===== config.mk =====
export PLATFORM = sky130hd
export DESIGN_NAME = bus_slice_sequencer
export DESIGN_NICKNAME = d
export VERILOG_FILES = /design/src/rtl/bus_seq_pkg.sv /design/src/rtl/bus_slice_table.sv /design/src/rtl/bus_slice_sequencer.sv
export SDC_FILE = /design/constraint.sdc
export NUM_CORES = 1
export LEC_CHECK = 0
export ABC_AREA = 1
export CAP_MARGIN = 20
export CORE_ASPECT_RATIO = 1.1
export CORE_MARGIN = 2
export CORE_UTILIZATION = 60
export DETAILED_ROUTE_END_ITERATION = 8
export PLACE_DENSITY = 0.85
export SLEW_MARGIN = 5
export SYNTH_ARGS = -nofsm -noshare
export SYNTH_HDL_FRONTEND = slang
export SYNTH_HIERARCHICAL = 1
export SYNTH_SLANG_ARGS = --single-unit

===== constraint.sdc =====
create_clock -name clk -period 5 [get_ports clk]
set_input_delay 0.75 -clock clk [delete_from_list [all_inputs] [get_ports clk]]
set_output_delay 0.75 -clock clk [all_outputs]
set_load 0.02 [all_outputs]

===== src/rtl/bus_seq_pkg.sv =====
// Shared types and helpers for the bus slice sequencer: FSM states, slice table entry
// and the range-to-mask helper used by the datapath.
package bus_seq_pkg;

  typedef enum logic [1:0] {IDLE, XFER, DONE} state_t;

  localparam int unsigned MaxWidth = 32;
  localparam int unsigned EntryW   = 8;

  typedef struct packed {
    logic [EntryW-1:0] lo;
    logic [EntryW-1:0] hi;
  } slice_entry_t;

  // Mask of bits min(lo,hi)..max(lo,hi) inside a bus of 'width' bits; oob flags hi' >= width.
  function automatic logic [MaxWidth-1:0] range_mask(input logic [EntryW-1:0] lo,
                                                     input logic [EntryW-1:0] hi,
                                                     input int unsigned       width,
                                                     output logic             oob);
    int unsigned a;
    int unsigned b;
    a = (lo < hi) ? 32'(lo) : 32'(hi);
    b = (lo < hi) ? 32'(hi) : 32'(lo);
    oob = (b >= width);
    range_mask = '0;
    for (int unsigned i = 0; i < MaxWidth; i++) begin
      if (i < width && i >= a && i <= b) range_mask[i] = 1'b1;
    end
  endfunction

endpackage


===== src/rtl/bus_slice_table.sv =====
// Slice table register file with one write port, one async read port and the
// saturating active-count register.
module bus_slice_table
  import bus_seq_pkg::*;
#(
  parameter int unsigned WIDTH      = 4,
  parameter int unsigned MAX_SLICES = 4,
  parameter int unsigned IW         = 2,
  parameter int unsigned BW         = 2
) (
  input  logic          clk,
  input  logic          rst_n,
  input  logic          i_wr_en,
  input  logic          i_cfg_we,
  input  logic [IW-1:0] i_cfg_idx,
  input  logic [BW-1:0] i_cfg_lo,
  input  logic [BW-1:0] i_cfg_hi,
  input  logic          i_cfg_count_we,
  input  logic [IW:0]   i_cfg_count,
  input  logic [IW-1:0] i_rd_idx,
  output slice_entry_t  o_entry,
  output logic [IW:0]   o_count,
  output logic [IW:0]   o_count_nxt
);

  logic [BW-1:0] r_lo [MAX_SLICES];
  logic [BW-1:0] r_hi [MAX_SLICES];
  logic [IW:0]   r_count;
  logic [IW:0]   w_count_sat;

  assign w_count_sat = (32'(i_cfg_count) > MAX_SLICES) ? (IW+1)'(MAX_SLICES) : i_cfg_count;
  // Count as it will be after this cycle, so a capture sees a same-cycle count write.
  assign o_count_nxt = (i_wr_en && i_cfg_count_we) ? w_count_sat : r_count;
  assign o_count     = r_count;

  always_ff @(posedge clk or negedge rst_n) begin
    if (!rst_n) begin
      for (int i = 0; i < int'(MAX_SLICES); i++) begin
        r_lo[i] <= '0;
        r_hi[i] <= '0;
      end
      r_count <= '0;
    end else if (i_wr_en) begin
      if (i_cfg_we && 32'(i_cfg_idx) < MAX_SLICES) begin
        r_lo[i_cfg_idx] <= i_cfg_lo;
        r_hi[i_cfg_idx] <= i_cfg_hi;
      end
      if (i_cfg_count_we) r_count <= w_count_sat;
    end
  end

  always_comb begin
    o_entry = '0;
    if (32'(i_rd_idx) < MAX_SLICES) begin
      o_entry.lo = EntryW'(r_lo[i_rd_idx]);
      o_entry.hi = EntryW'(r_hi[i_rd_idx]);
    end
  end

endmodule


===== src/rtl/bus_slice_sequencer.sv =====
// Captures a source word and builds the sink word one table slice per cycle,
// flagging out-of-range and overlapping slices.
module bus_slice_sequencer
  import bus_seq_pkg::*;
#(
  parameter int unsigned  WIDTH      = 4,
  parameter int unsigned  MAX_SLICES = 4,
  localparam int unsigned IW         = (MAX_SLICES > 1) ? $clog2(MAX_SLICES) : 1,
  localparam int unsigned BW         = $clog2(WIDTH)
) (
  input  logic             clk,
  input  logic             rst_n,
  input  logic             cfg_we,
  input  logic [IW-1:0]    cfg_idx,
  input  logic [BW-1:0]    cfg_lo,
  input  logic [BW-1:0]    cfg_hi,
  input  logic             cfg_count_we,
  input  logic [IW:0]      cfg_count,
  input  logic             in_valid,
  output logic             in_ready,
  input  logic [WIDTH-1:0] source_bus,
  output logic             out_valid,
  input  logic             out_ready,
  output logic [WIDTH-1:0] sink_bus,
  output logic             err,
  output logic             busy
);

  state_t           r_state;
  logic [WIDTH-1:0] r_src;
  logic [WIDTH-1:0] r_sink;
  logic [WIDTH-1:0] r_written;
  logic             r_err;
  logic             r_out_valid;
  logic [IW-1:0]    r_ptr;

  logic             w_idle;
  slice_entry_t     w_entry;
  logic [IW:0]      w_count;
  logic [IW:0]      w_count_nxt;
  logic [MaxWidth-1:0] w_mask_full;
  logic [WIDTH-1:0] w_mask;
  logic             w_oob;
  logic             w_unused_mask;

  assign w_idle    = (r_state == IDLE);
  assign in_ready  = w_idle;
  assign busy      = !w_idle;
  assign out_valid = r_out_valid;
  assign sink_bus  = r_sink;
  assign err       = r_err;

  bus_slice_table #(
    .WIDTH      (WIDTH),
    .MAX_SLICES (MAX_SLICES),
    .IW         (IW),
    .BW         (BW)
  ) u_table (
    .clk            (clk),
    .rst_n          (rst_n),
    .i_wr_en        (w_idle),
    .i_cfg_we       (cfg_we),
    .i_cfg_idx      (cfg_idx),
    .i_cfg_lo       (cfg_lo),
    .i_cfg_hi       (cfg_hi),
    .i_cfg_count_we (cfg_count_we),
    .i_cfg_count    (cfg_count),
    .i_rd_idx       (r_ptr),
    .o_entry        (w_entry),
    .o_count        (w_count),
    .o_count_nxt    (w_count_nxt)
  );

  always_comb begin
    w_oob       = 1'b0;
    w_mask_full = range_mask(w_entry.lo, w_entry.hi, WIDTH, w_oob);
  end

  assign w_mask        = w_mask_full[WIDTH-1:0];
  assign w_unused_mask = ^w_mask_full[MaxWidth-1:WIDTH];

  always_ff @(posedge clk or negedge rst_n) begin
    if (!rst_n) begin
      r_state     <= IDLE;
      r_src       <= '0;
      r_sink      <= '0;
      r_written   <= '0;
      r_err       <= 1'b0;
      r_out_valid <= 1'b0;
      r_ptr       <= '0;
    end else begin
      unique case (r_state)
        IDLE: begin
          if (in_valid) begin
            r_src     <= source_bus;
            r_sink    <= '0;
            r_written <= '0;
            r_err     <= 1'b0;
            r_ptr     <= '0;
            if (w_count_nxt != '0) begin
              r_state <= XFER;
            end else begin
              r_state     <= DONE;
              r_out_valid <= 1'b1;
            end
          end
        end
        XFER: begin
          if (w_oob) begin
            r_err <= 1'b1;
          end else begin
            r_sink    <= (r_sink & ~w_mask) | (r_src & w_mask);
            r_written <= r_written | w_mask;
            if ((r_written & w_mask) != '0) r_err <= 1'b1;
          end
          r_ptr <= r_ptr + IW'(1);
          if ({1'b0, r_ptr} == w_count - (IW+1)'(1)) begin
            r_state     <= DONE;
            r_out_valid <= 1'b1;
          end
        end
        DONE: begin
          if (out_ready) begin
            r_out_valid <= 1'b0;
            r_state     <= IDLE;
          end
        end
        default: r_state <= IDLE;
      endcase
    end
  end

endmodule


# After elaboration in Yosys (flattened, before gate mapping)

Index checks and enable logic that the tools add are counted.

$add $sub $neg: 2
Mux-type cells: 39
Bitwise logic cells: 8
Magnitude comparators: 14
Equality and inequality tests: 9
Reduce and logical (&&, ||, !) cells: 20

Operators by type and width:

| cell                                                                                | number |
|---|---|
| 2-bit two-way mux                                                                   | 12 |
| 8-bit bitwise mux                                                                   | 2 |
| 4-bit case mux with 2 select lines                                                  | 2 |
| 4-bit AND                                                                           | 3 |
| 4-bit two-way mux                                                                   | 3 |
| 1-bit two-way mux                                                                   | 11 |
| 2-bit inequality test (second input constant)                                       | 5 |
| 3-bit AND reduction                                                                 | 3 |
| 2-bit binary-select mux with 2-bit select                                           | 2 |
| 4-bit OR                                                                            | 2 |
| 2-bit AND reduction                                                                 | 4 |
| 3-bit greater-or-equal comparator (second input constant)                           | 2 |
| 1-bit logical AND                                                                   | 6 |
| 3-bit two-way mux                                                                   | 2 |
| 2-bit NOT with 3-bit output                                                         | 2 |
| 2-bit case mux with 3 select lines                                                  | 1 |
| 3-bit nonzero test                                                                  | 2 |
| 5-bit AND reduction                                                                 | 1 |
| 2-bit demux with 2-bit select                                                       | 1 |
| 1-bit by 2-bit greater-or-equal comparator with 1-bit output (first input constant) | 2 |
| 2-bit greater-or-equal comparator (first input constant)                            | 2 |
| 1-bit by 2-bit less-or-equal comparator with 1-bit output (first input constant)    | 2 |
| 2-bit less-or-equal comparator (first input constant)                               | 2 |
| 4-bit NOT                                                                           | 1 |
| other kinds (17)                                                                    | 17 |

Logic and storage cells: 108
Bits of input ports: 19
Register bits: 37
Output and inout bits: 8

# Depth between registers and ports, before layout

Gate-level depths: netlist (run 1).

Depth after elaboration: 14
Gate-level depth with buffers: 24
Gate-level depth less buffers: 23

# Hierarchy

The synthesis (run 1) kept the hierarchy.

Modules (own cells, without submodules):

| module              | cells each | instances | sequential area each (µm²) | area an instance (µm²) |
|---|---|---|---|---|
| bus_slice_sequencer | 187        | 1         | 450.4                      | 1292.5 |
| bus_slice_table     | 150        | 1         | 475.5                      | 1059.8 |

# Worst setup path before layout (run 1)

Ideal clock, no wire load.

Kind: register -> register
Start point: reg r_ptr[0]
End point: reg r_err (netlist: err)
Required time: 4.883 ns
Path buffers: 1
Setup time: 0.117 ns
Arrival time: 2.277 ns
Cell stages (with the launch flop): 25
Clock period less this slack: 2.394 ns
Setup slack: 2.606 ns
Cells stage by stage: dfrtp_1 > buf_2 > inv_1 > nand2_1 > nand3_1 > nand2_1 > inv_1 > ha_1 > nand2_1 > nand2_1 > nand2_1 > nand2_1 > nand2_2 > nand2_4 > nand2_1 > nand2_2 > nand2_1 > inv_2 > nand3_1 > nand2_1 > inv_1 > nand2_1 > nand2_1 > nand2_1 > nand2_1

RTL lines:

| item                   | RTL line                   | RTL |
|---|---|---|
| start, declared        | bus_slice_sequencer.sv:35  | `logic [IW-1:0] r_ptr;` |
| start signal, assigned | bus_slice_sequencer.sv:116 | `r_ptr <= r_ptr + IW'(1);` |
| end signal, assigned   | bus_slice_sequencer.sv:88  | `r_err <= 1'b0;` |
| end signal, assigned   | bus_slice_sequencer.sv:98  | `r_err <= 1'b0;` |
| end signal, assigned   | bus_slice_sequencer.sv:110 | `r_err <= 1'b1;` |
| end, declared          | bus_slice_sequencer.sv:33  | `logic r_err;` |

==> flow_summary.json, run 1 <==
{
  "grt_max_degree": 38,
  "initial_core_util_pct": 63.4,
  "root_buffer": "clkbuf_8",
  "slew_headroom_pct": 42.1,
  "cts_resized": 0,
  "p_per_area_nw_per_um2": 524,
  "vdd_drop_max_v": 0.000304,
  "crit_required_ps": 5190,
  "dieWidth_um": 63.7,
  "holdWs_ps": 475,
  "holdBufCountCts": 0,
  "fp.coreArea_sq_um": 3710,
  "final_hold_viol_count": 0,
  "cp-start-kind": "register",
  "drive_gt1_share_pct": 6.54,
  "syn_area_sq_um": 2350,
  "status": "complete, no violations",
  "ys_seq_area_share_pct": 39.4,
  "die_h_um": 69.7,
  "ant_nets": 0,
  "clk_latency_ps": 300,
  "numCtsBuffers": 5,
  "placed_cells": 409,
  "insertedDiodeCount": 0,
  "num_io_pins": 27,
  "synthTopCellsByArea": "dfrtp_1 (39%), nand2_1 (19%), inv_1 (8.6%)",
  "dieArea_sq_um": 4440,
  "async_flop_share_pct": 100,
  "drc_errors": 0,
  "ys_ff_latch": 37,
  "grt_pass1_wl_um": 8030,
  "fin_setup_tns_ps": 0,
  "clkSlewWorstSetupHoldPaths_ps": 70,
  "synthDominantCellAreaShare_pct": 39.4,
  "crit_path_max_fanout": 13,
  "clk_path_buf_depth": 2,
  "min_period_over_period_pct": 57.4,
  "seqCellArea_sq_um": 926,
  "routed_wl_um": 4760,
  "via_per_inst": 5.01,
  "cts_post_setup_buffers_inserted": 0,
  "critPathCaptureType": "register",
  "synth_flop_cell": "dfrtp_1",
  "place_hpwl_um": 3520,
  "cts_tree": "done",
  "crit_path_max_incr_delay_ps": 580,
  "cp_common_cell": "nand2_1",
  "final_util_pct": 73.1,
  "drt-wirelength-per-cell_um": 11.4,
  "first_pass_iters": 4,
  "vias": 2091,
  "htreeDepth": 2,
  "yosys.area.top_type": "dfrtp_1",
  "gr-usage-all-layers_pct": 23.0,
  "multiInputGateArea_sq_um": 1150,
  "fin_nets": 393,
  "power_leakage_uw": 0.00146,
  "cp_slowest_cell": "dfrtp_1",
  "yosysUniqueCellTypes": 29,
  "cp_cell_sequence": "inv_1 -> nand2_1 -> nand3_1 -> nand2_1 -> inv_1 -> ha_1 -> nand2_1 -> nand2_1 -> nand2_1 -> nand2_1 -> nand2_2 -> nand2_4 -> nand2_1 -> nand2_2 -> nand2_1 -> inv_2 -> nand3_1 -> nand2_1 -> inv_1 -> nand2_1 -> nand2_1 -> nand2_1 -> nand2_1",
  "clock-sinks": 37,
  "first_iter_violations": 138,
  "path_class": "register to register",
  "synth_edf_count": 0,
  "skew_ps": 15.5,
  "overflow": 0,
  "yosys_warnings": 6,
  "slew_violations": 0,
  "timing.final.crit_period_ps": 2870,
  "fmax_ghz": 0.348,
  "worst_pin_slew_ps": 865,
  "max_cap_violations": 0,
  "critPathArrivalTime_ps": 3060,
  "antenna_found_initial": 0,
  "yosys-top-cells-count": "nand2_1 (119), inv_1 (54), dfrtp_1 (37), nand3_1 (34), nor2_1 (23)",
  "fin_cells": 417,
  "hold_class": "register to register",
  "fillers": 286,
  "area_growth_pct": 15.4,
  "avgSynthCellArea_sq_um": 6.98,
  "grt_pass1_vias": 1879,
  "synthCells": 337,
  "num_rows": 23,
  "finalSetupViolations": 0,
  "gp_congestion": 0.799,
  "synth.most_common_cell": "nand2_1",
  "port_buffers": 26,
  "grt_setup_unrepaired": "false"
}
## state kept, by name, summed over array words and instances (netlist names)
name	count
u_table/r_hi	8
u_table/r_lo	8
r_src	4
r_written	4
sink_bus	4
u_table/o_count	3
r_ptr	2
r_state	2
err	1
out_valid	1
## critical path: cells and delay by family (launching register included)
family | cells | cell delay (ps)
AND/OR/NAND/NOR | 18 | 1470
buffers and inverters | 4 | 430
adder cells (fa/ha/maj) | 1 | 270
flip-flops | 1 | 580
## through the flow
step,worst slack [ps],cell area (sq um),power [uW]
after global placement,2220,2600,1120
after detailed placement,2050,2600,1150
after CTS,2170,2710,1420
final,2130,2710,1420
after global routing,1840,2710,1540
after floorplan,2610,2390,987
## placed cells by master, fill, tap and decap left out
cell type	netlist	final
nor2_1	23	23
buf_2	1	1
ha_1	8	8
nor3_1	6	6
conb_1	1	12
inv_6	0	1
nand2_1	119	119
clkdlybuf4s50_1	0	25
nand3_2	2	2
o31ai_1	1	1
inv_1	54	54
inv_2	2	2
nand4_1	2	2
nand2_4	1	1
nor2_2	2	2
a211oi_1	3	3
o21ai_0	7	7
o21ai_4	1	1
xor2_1	2	2
a31oi_1	1	1
clkinv_2	0	1
nor3_4	1	1
nand3_1	34	34
nand3b_1	1	1
nand2_2	5	5
xnor2_1	1	1
a21oi_2	1	1
clkbuf_8	0	5
a21oi_1	7	7
dfrtp_1	37	37
bufinv_16	0	1
## final cells by class
class,instances,share of cell area [%]
flip-flops and latches,37,34.1
well taps,50,2.31
multi-input cells,240,42.3
inverters,56,7.75
clock inverters,3,1.61
clock buffers,5,2.54
repair buffers,26,9.41
## logic make-up after synthesis
| family | share of synthesized area [%] |
|---|---|
| simple gates | 35.9 |
| buf+inv | 13.6 |
| flops | 39.4 |
| compound gates | 5.59 |
| fa+ha+maj | 4.26 |
| xor+xnor | 1.12 |
| other cells | 0.159 |
## per-layer routing
metal	vias up	routed length, um	track usage (%)
met5	-	0	0
met4	0	56	7.25
met3	6	175	5.36
met2	45	2430	40.4
met1	966	2100	27.5
li1	1074	-	-
## final timing paths
| check | startpoint | to | slack, ps | cells past startpoint |
|---|---|---|---|---|
| worst max-delay path | r_ptr[0] | err | 2130 | 23 |
| worst min-delay path | u_table/r_hi[4] | u_table/r_hi[4] | 470 | 2 |
| worst max register to register | r_ptr[0] | err | 2130 | 23 |
| worst min register to register | u_table/r_hi[4] | u_table/r_hi[4] | 470 | 2 |
| max in group asynchronous | rst_n | u_table/r_lo[3] | 3930 | 1 |
| min in group asynchronous | rst_n | sink_bus[0] | 540 | 1 |
## report_power, final
part / switching [uW] / total (uW) / leakage [uW] / internal, uW
logic: 410 / 655 / 0.000927 / 245
clock network: 115 / 264 / 0.0000585 / 149
registers: 87.2 / 504 / 0.000471 / 417
total: 612 / 1420 / 0.00146 / 811
(Power assumes the default switching activity.)
==> inputs of run 2 (changes only) <==
Settings changed: CORE_UTILIZATION 60 to 56, PLACE_DENSITY 0.85 to 0.8.
Clock period 5 ns to 2.95 ns, I/O delays scaled along.
==> flow_summary.json, run 2 (same netlist as run 1, synthesis figures left out) <==
{
  "fp.coreArea_sq_um": 3990,
  "antenna_found_initial": 0,
  "port_buffers": 26,
  "finalSetupViolations": 0,
  "numCtsBuffers": 5,
  "final_hold_viol_count": 0,
  "reg2reg_slack_ps": 350,
  "vdd_drop_max_v": 0.000559,
  "hold_class": "input pin to asynchronous set/reset pin",
  "clk_latency_ps": 290,
  "first_iter_violations": 138,
  "drive_gt1_share_pct": 6.79,
  "critPathArrivalTime_ps": 2780,
  "root_buffer": "clkbuf_8",
  "cp_slowest_cell": "dfrtp_2",
  "p_sw_share_pct": 41.9,
  "slew_headroom_pct": 45.2,
  "dieWidth_um": 65.8,
  "final_common_cell": "nand2_1",
  "path_class": "register to register",
  "fin_nets": 394,
  "grt_pass1_vias": 2002,
  "gp_congestion": 0.823,
  "cp_cell_sequence": "inv_1 -> nand2_1 -> nand3_1 -> nand2_1 -> inv_1 -> ha_1 -> nand2_1 -> nand2_1 -> nand2_1 -> nand2_1 -> nand2_2 -> nand2_4 -> nand2_1 -> nand2_2 -> nand2_1 -> inv_2 -> nand3_1 -> nand2_1 -> inv_1 -> nand2_1 -> nand2_1 -> nand2_1 -> nand2_1",
  "clkPwrFrac_pct": 18.7,
  "via_per_inst": 4.81,
  "crit_path_max_fanout": 13,
  "cp_common_cell": "nand2_1",
  "crit_required_ps": 3130,
  "seqPwrFrac_pct": 35.4,
  "placed_cells": 412,
  "p_per_area_nw_per_um2": 884,
  "die_h_um": 72.0,
  "holdWs_ps": 245,
  "num_io_pins": 27,
  "grt_max_degree": 38,
  "clk_path_buf_depth": 2,
  "slew_violations": 0,
  "initial_core_util_pct": 58.9,
  "power_leakage_uw": 0.00146,
  "drt-wirelength-per-cell_um": 11.1,
  "worst_pin_slew_ps": 822,
  "cts_tree": "done",
  "place_hpwl_um": 3450,
  "skew_ps": 5.62,
  "clock-sinks": 37,
  "timing.final.crit_period_ps": 2600,
  "overflow": 0,
  "min_period_over_period_pct": 88.1,
  "cp_num_buf_inv": 4,
  "insertedDiodeCount": 0,
  "final_cell_mix": "nand2_1 (119), inv_1 (54), dfrtp_1 (36), nand3_1 (34), clkdlybuf4s50_1 (25)",
  "routed_wl_um": 4640,
  "switching_power_uw": 1010,
  "fmax_ghz": 0.385,
  "area_growth_pct": 16.0,
  "fin_setup_tns_ps": 0,
  "cp_top_family": "simple AND/OR/NAND/NOR gates",
  "ant_nets": 0,
  "r2r-start": "r_ptr[0]",
  "fin_cells": 420,
  "critPathCaptureType": "register",
  "cp-start-kind": "register",
  "dieArea_sq_um": 4740,
  "final_util_pct": 68.3,
  "clkSlewWorstSetupHoldPaths_ps": 70,
  "num_rows": 24,
  "status": "complete, no violations",
  "vias": 2022,
  "grt_setup_unrepaired": "false",
  "top_regs": "u_table/r_hi (8), u_table/r_lo (8)",
  "htreeDepth": 2,
  "drc_errors": 0,
  "first_pass_iters": 4,
  "p_int_uw": 1400,
  "gr-usage-all-layers_pct": 23.0,
  "crit_start": "r_ptr[0]",
  "fillers": 359,
  "grt_pass1_wl_um": 8320,
  "max_cap_violations": 0,
  "share_comb_of_total_power_pct": 45.9,
  "crit_path_max_incr_delay_ps": 480,
  "holdBufCountCts": 0
}
[run 2: cell count changes in the layout (fill, tap and decap cells not counted)]
cell	previous run	this run
dfrtp_1	37	36
clkbuf_8	5	6
dfrtp_2	0	1
inv_6	1	0
clkbuf_1	0	1
buf_4	0	1
clkinv_2	1	0
[run 2: through the flow]
step | power, uW | setup WS (ps) | cell area (sq um)
after floorplan | 1670 | 556 | 2390
after global placement | 1920 | 378 | 2610
after detailed placement | 1950 | 263 | 2610
after CTS | 2420 | 231 | 2730
after global routing | 2650 | 23.3 | 2730
final | 2410 | 352 | 2730
[run 2: final timing paths]
kind	to	cells past startpoint
worst min register to register	u_table/r_lo[3]	2
max in group asynchronous	r_ptr[0]	1
worst min-delay path	u_table/r_hi[3]	1
min in group clk	u_table/r_lo[3]	2
worst max-delay path	err	23
worst max register to register	err	23
[run 2: repair_timing]
item,4_1_cts,5_1_grt
setup endpoints to repair,0,3
resized for setup,0,1
setup buffers,0,0
hold endpoints to repair,0,0
[run 2: power groups by stage]
stage          combinational, uW  clock [uW]  sequential (uW)
6_report                    1110         451              853
3_3_place_gp                1060           0              852
4_1_cts                     1110         463              850
3_5_place_dp                1100           0              857
2_1_floorplan                843           0              829
5_1_grt                     1280         480              885
[run 2: cell type report]
cell class	count	area, sq um	share of cell area, %
clock buffer	7	86.3	3.16
clock inverter	1	30.0	1.10
inverter	56	210	7.70
multi-input combinational	240	1150	42.0
sequential	37	927	34.0
tap	52	65.1	2.38
timing repair buffer	27	263	9.63
[run 2: layer usage]
metal  vias up  share of wire, %  GRT usage, %  routed length (um)
met5         -                 0             0                   0
met4         0               2.1          9.03                  98
met3        10               3.2          4.96                 150
met2        37                50          39.8                2340
met1       895                44          27.7                2060
li1       1080                 -             -                   -
[run 2: worst reg2reg max path: stages (launching register included)]
cell and delay [ps]:
dfrtp_2 480, inv_1 160, nand2_1 80, nand3_1 60, nand2_1 110, inv_1 80
ha_1 270, nand2_1 50, nand2_1 50, nand2_1 40, nand2_1 60, nand2_2 140
nand2_4 150, nand2_1 70, nand2_2 110, nand2_1 80, inv_2 80, nand3_1 80
nand2_1 60, inv_1 30, nand2_1 70, nand2_1 60, nand2_1 70, nand2_1 50
==> inputs of run 3 (changes only) <==
Settings changed: CORE_UTILIZATION 56 to 60, PLACE_DENSITY 0.8 to 0.85, SETUP_SLACK_MARGIN set to 0.15.
Clock period 2.95 ns to 3.25 ns, I/O delays scaled along.
==> flow_summary.json, run 3 (same netlist as run 1, synthesis figures left out) <==
{
  "overflow": 0,
  "max_cap_violations": 0,
  "timing.final.crit_period_ps": 2690,
  "fillers": 279,
  "min_period_over_period_pct": 82.9,
  "die_h_um": 69.7,
  "clk_path_buf_depth": 2,
  "top_regs": "u_table/r_hi (8), u_table/r_lo (8)",
  "design_area_sq_um": 2710,
  "gp_congestion": 0.887,
  "root_buffer": "clkbuf_8",
  "cp_slowest_cell": "dfrtp_1",
  "initial_core_util_pct": 63.4,
  "gr-usage-all-layers_pct": 23.2,
  "final_common_cell": "nand2_1",
  "path_class": "register to register",
  "num_io_pins": 27,
  "cts_post_setup_buffers_inserted": 0,
  "via_per_inst": 4.96,
  "grt_pass1_wl_um": 8320,
  "cp-start-kind": "register",
  "crit_path_max_fanout": 13,
  "placed_area_sq_um": 2610,
  "drc_errors": 0,
  "area_growth_pct": 15.4,
  "clk_latency_ps": 290,
  "ant_nets": 0,
  "hold_class": "input pin to asynchronous set/reset pin",
  "fp.coreArea_sq_um": 3710,
  "drt-wirelength-per-cell_um": 10.9,
  "fin_nets": 394,
  "drive_gt1_share_pct": 6.79,
  "critPathArrivalTime_ps": 2880,
  "first_pass_iters": 4,
  "power_leakage_uw": 0.00146,
  "p_per_area_nw_per_um2": 790,
  "worst_pin_slew_ps": 819,
  "clkSlewWorstSetupHoldPaths_ps": 80,
  "crit_required_ps": 3440,
  "r2r-start": "r_ptr[0]",
  "seqCellArea_sq_um": 926,
  "dieWidth_um": 63.7,
  "multiInputGateArea_sq_um": 1150,
  "numCtsBuffers": 5,
  "clock-sinks": 37,
  "crit_path_max_incr_delay_ps": 570,
  "fin_setup_tns_ps": 0,
  "vdd_drop_max_v": 0.000535,
  "slew_violations": 0,
  "cts_resized": 0,
  "cp_top_family": "simple AND/OR/NAND/NOR gates",
  "cts_tree": "done",
  "routed_wl_um": 4550,
  "holdBufCountCts": 0,
  "slew_headroom_pct": 45.4,
  "skew_ps": 8.72,
  "grt_pass1_vias": 1997,
  "grt_setup_unrepaired": "false",
  "grt_max_degree": 38,
  "crit_start": "r_ptr[0]",
  "htreeDepth": 2,
  "final_cell_mix": "nand2_1 (119), inv_1 (54), dfrtp_1 (37), nand3_1 (34), clkdlybuf4s50_1 (25)",
  "place_hpwl_um": 3550,
  "critPathCaptureType": "register",
  "antenna_found_initial": 0,
  "num_rows": 23,
  "cp_num_buf_inv": 4,
  "finalSetupViolations": 0,
  "cp_common_cell": "nand2_1",
  "fmax_ghz": 0.371,
  "fin_cells": 418,
  "cp_cell_sequence": "inv_1 -> nand2_1 -> nand3_1 -> nand2_1 -> inv_1 -> ha_1 -> nand2_1 -> nand2_1 -> nand2_1 -> nand2_1 -> nand2_2 -> nand2_4 -> nand2_1 -> nand2_2 -> nand2_1 -> inv_2 -> nand3_1 -> nand2_1 -> inv_1 -> nand2_1 -> nand2_1 -> nand2_1 -> nand2_1",
  "vias": 2074,
  "placed_cells": 410,
  "port_buffers": 26,
  "insertedDiodeCount": 0,
  "dieArea_sq_um": 4440,
  "first_iter_violations": 107,
  "final_hold_viol_count": 0,
  "status": "complete, no violations"
}
## run 3: changes by cell type in the layout (fill, tap and decap cells not counted)
cell	before	now
clkbuf_8	6	7
dfrtp_2	1	0
dfrtp_1	36	37
clkbuf_1	1	0
bufinv_16	1	0
inv_6	0	1
## run 3: through the flow
| stage | power [uW] | utilization, % | hold slack (ps) | worst slack (ps) |
|---|---|---|---|---|
| global placement | 1730 | 70.3 | 455 | 702 |
| floorplan | 1520 | - | 192 | 856 |
| finish | 2140 | 73.1 | 292 | 555 |
| CTS | 2150 | 73.1 | 317 | 545 |
| global route | 2350 | 73.1 | 359 | 187 |
| detailed placement | 1780 | 70.3 | 458 | 566 |
## run 3: final cells by class
type,instances,area share [%]
Multi-Input combinational cell,240,42.3
Clock inverter,1,0.323
Clock buffer,7,3.55
Timing Repair Buffer,27,9.68
Sequential cell,37,34.1
Tap cell,50,2.31
Inverter,56,7.75
## run 3: per-layer routing
layer / up-vias / part of all wire [%] / GRT usage, %
met5: - / 0 / 0
met3: 8 / 3.2 / 4.06
li1: 1081 / - / -
met2: 42 / 51 / 40.8
met1: 943 / 44 / 28.6
met4: 0 / 1.3 / 7.49
## run 3: worst paths after layout
kind                       slack, ps  cells past startpoint         endpoint
setup / recovery                 560                     23              err
hold / removal                   290                      1     r_written[3]
setup reg to reg                 560                     23              err
hold reg to reg                  470                      2  u_table/r_hi[3]
max in group asynchronous       2440                      1  u_table/r_hi[0]
min in group clk                 470                      2  u_table/r_hi[3]
## run 3: where the power goes
part / leakage, uW / internal [uW] / switching [uW] / total (uW)
combinational: 0.000932 / 382 / 628 / 1010
sequential: 0.000471 / 641 / 131 / 773
clock: 0.0000549 / 196 / 164 / 359
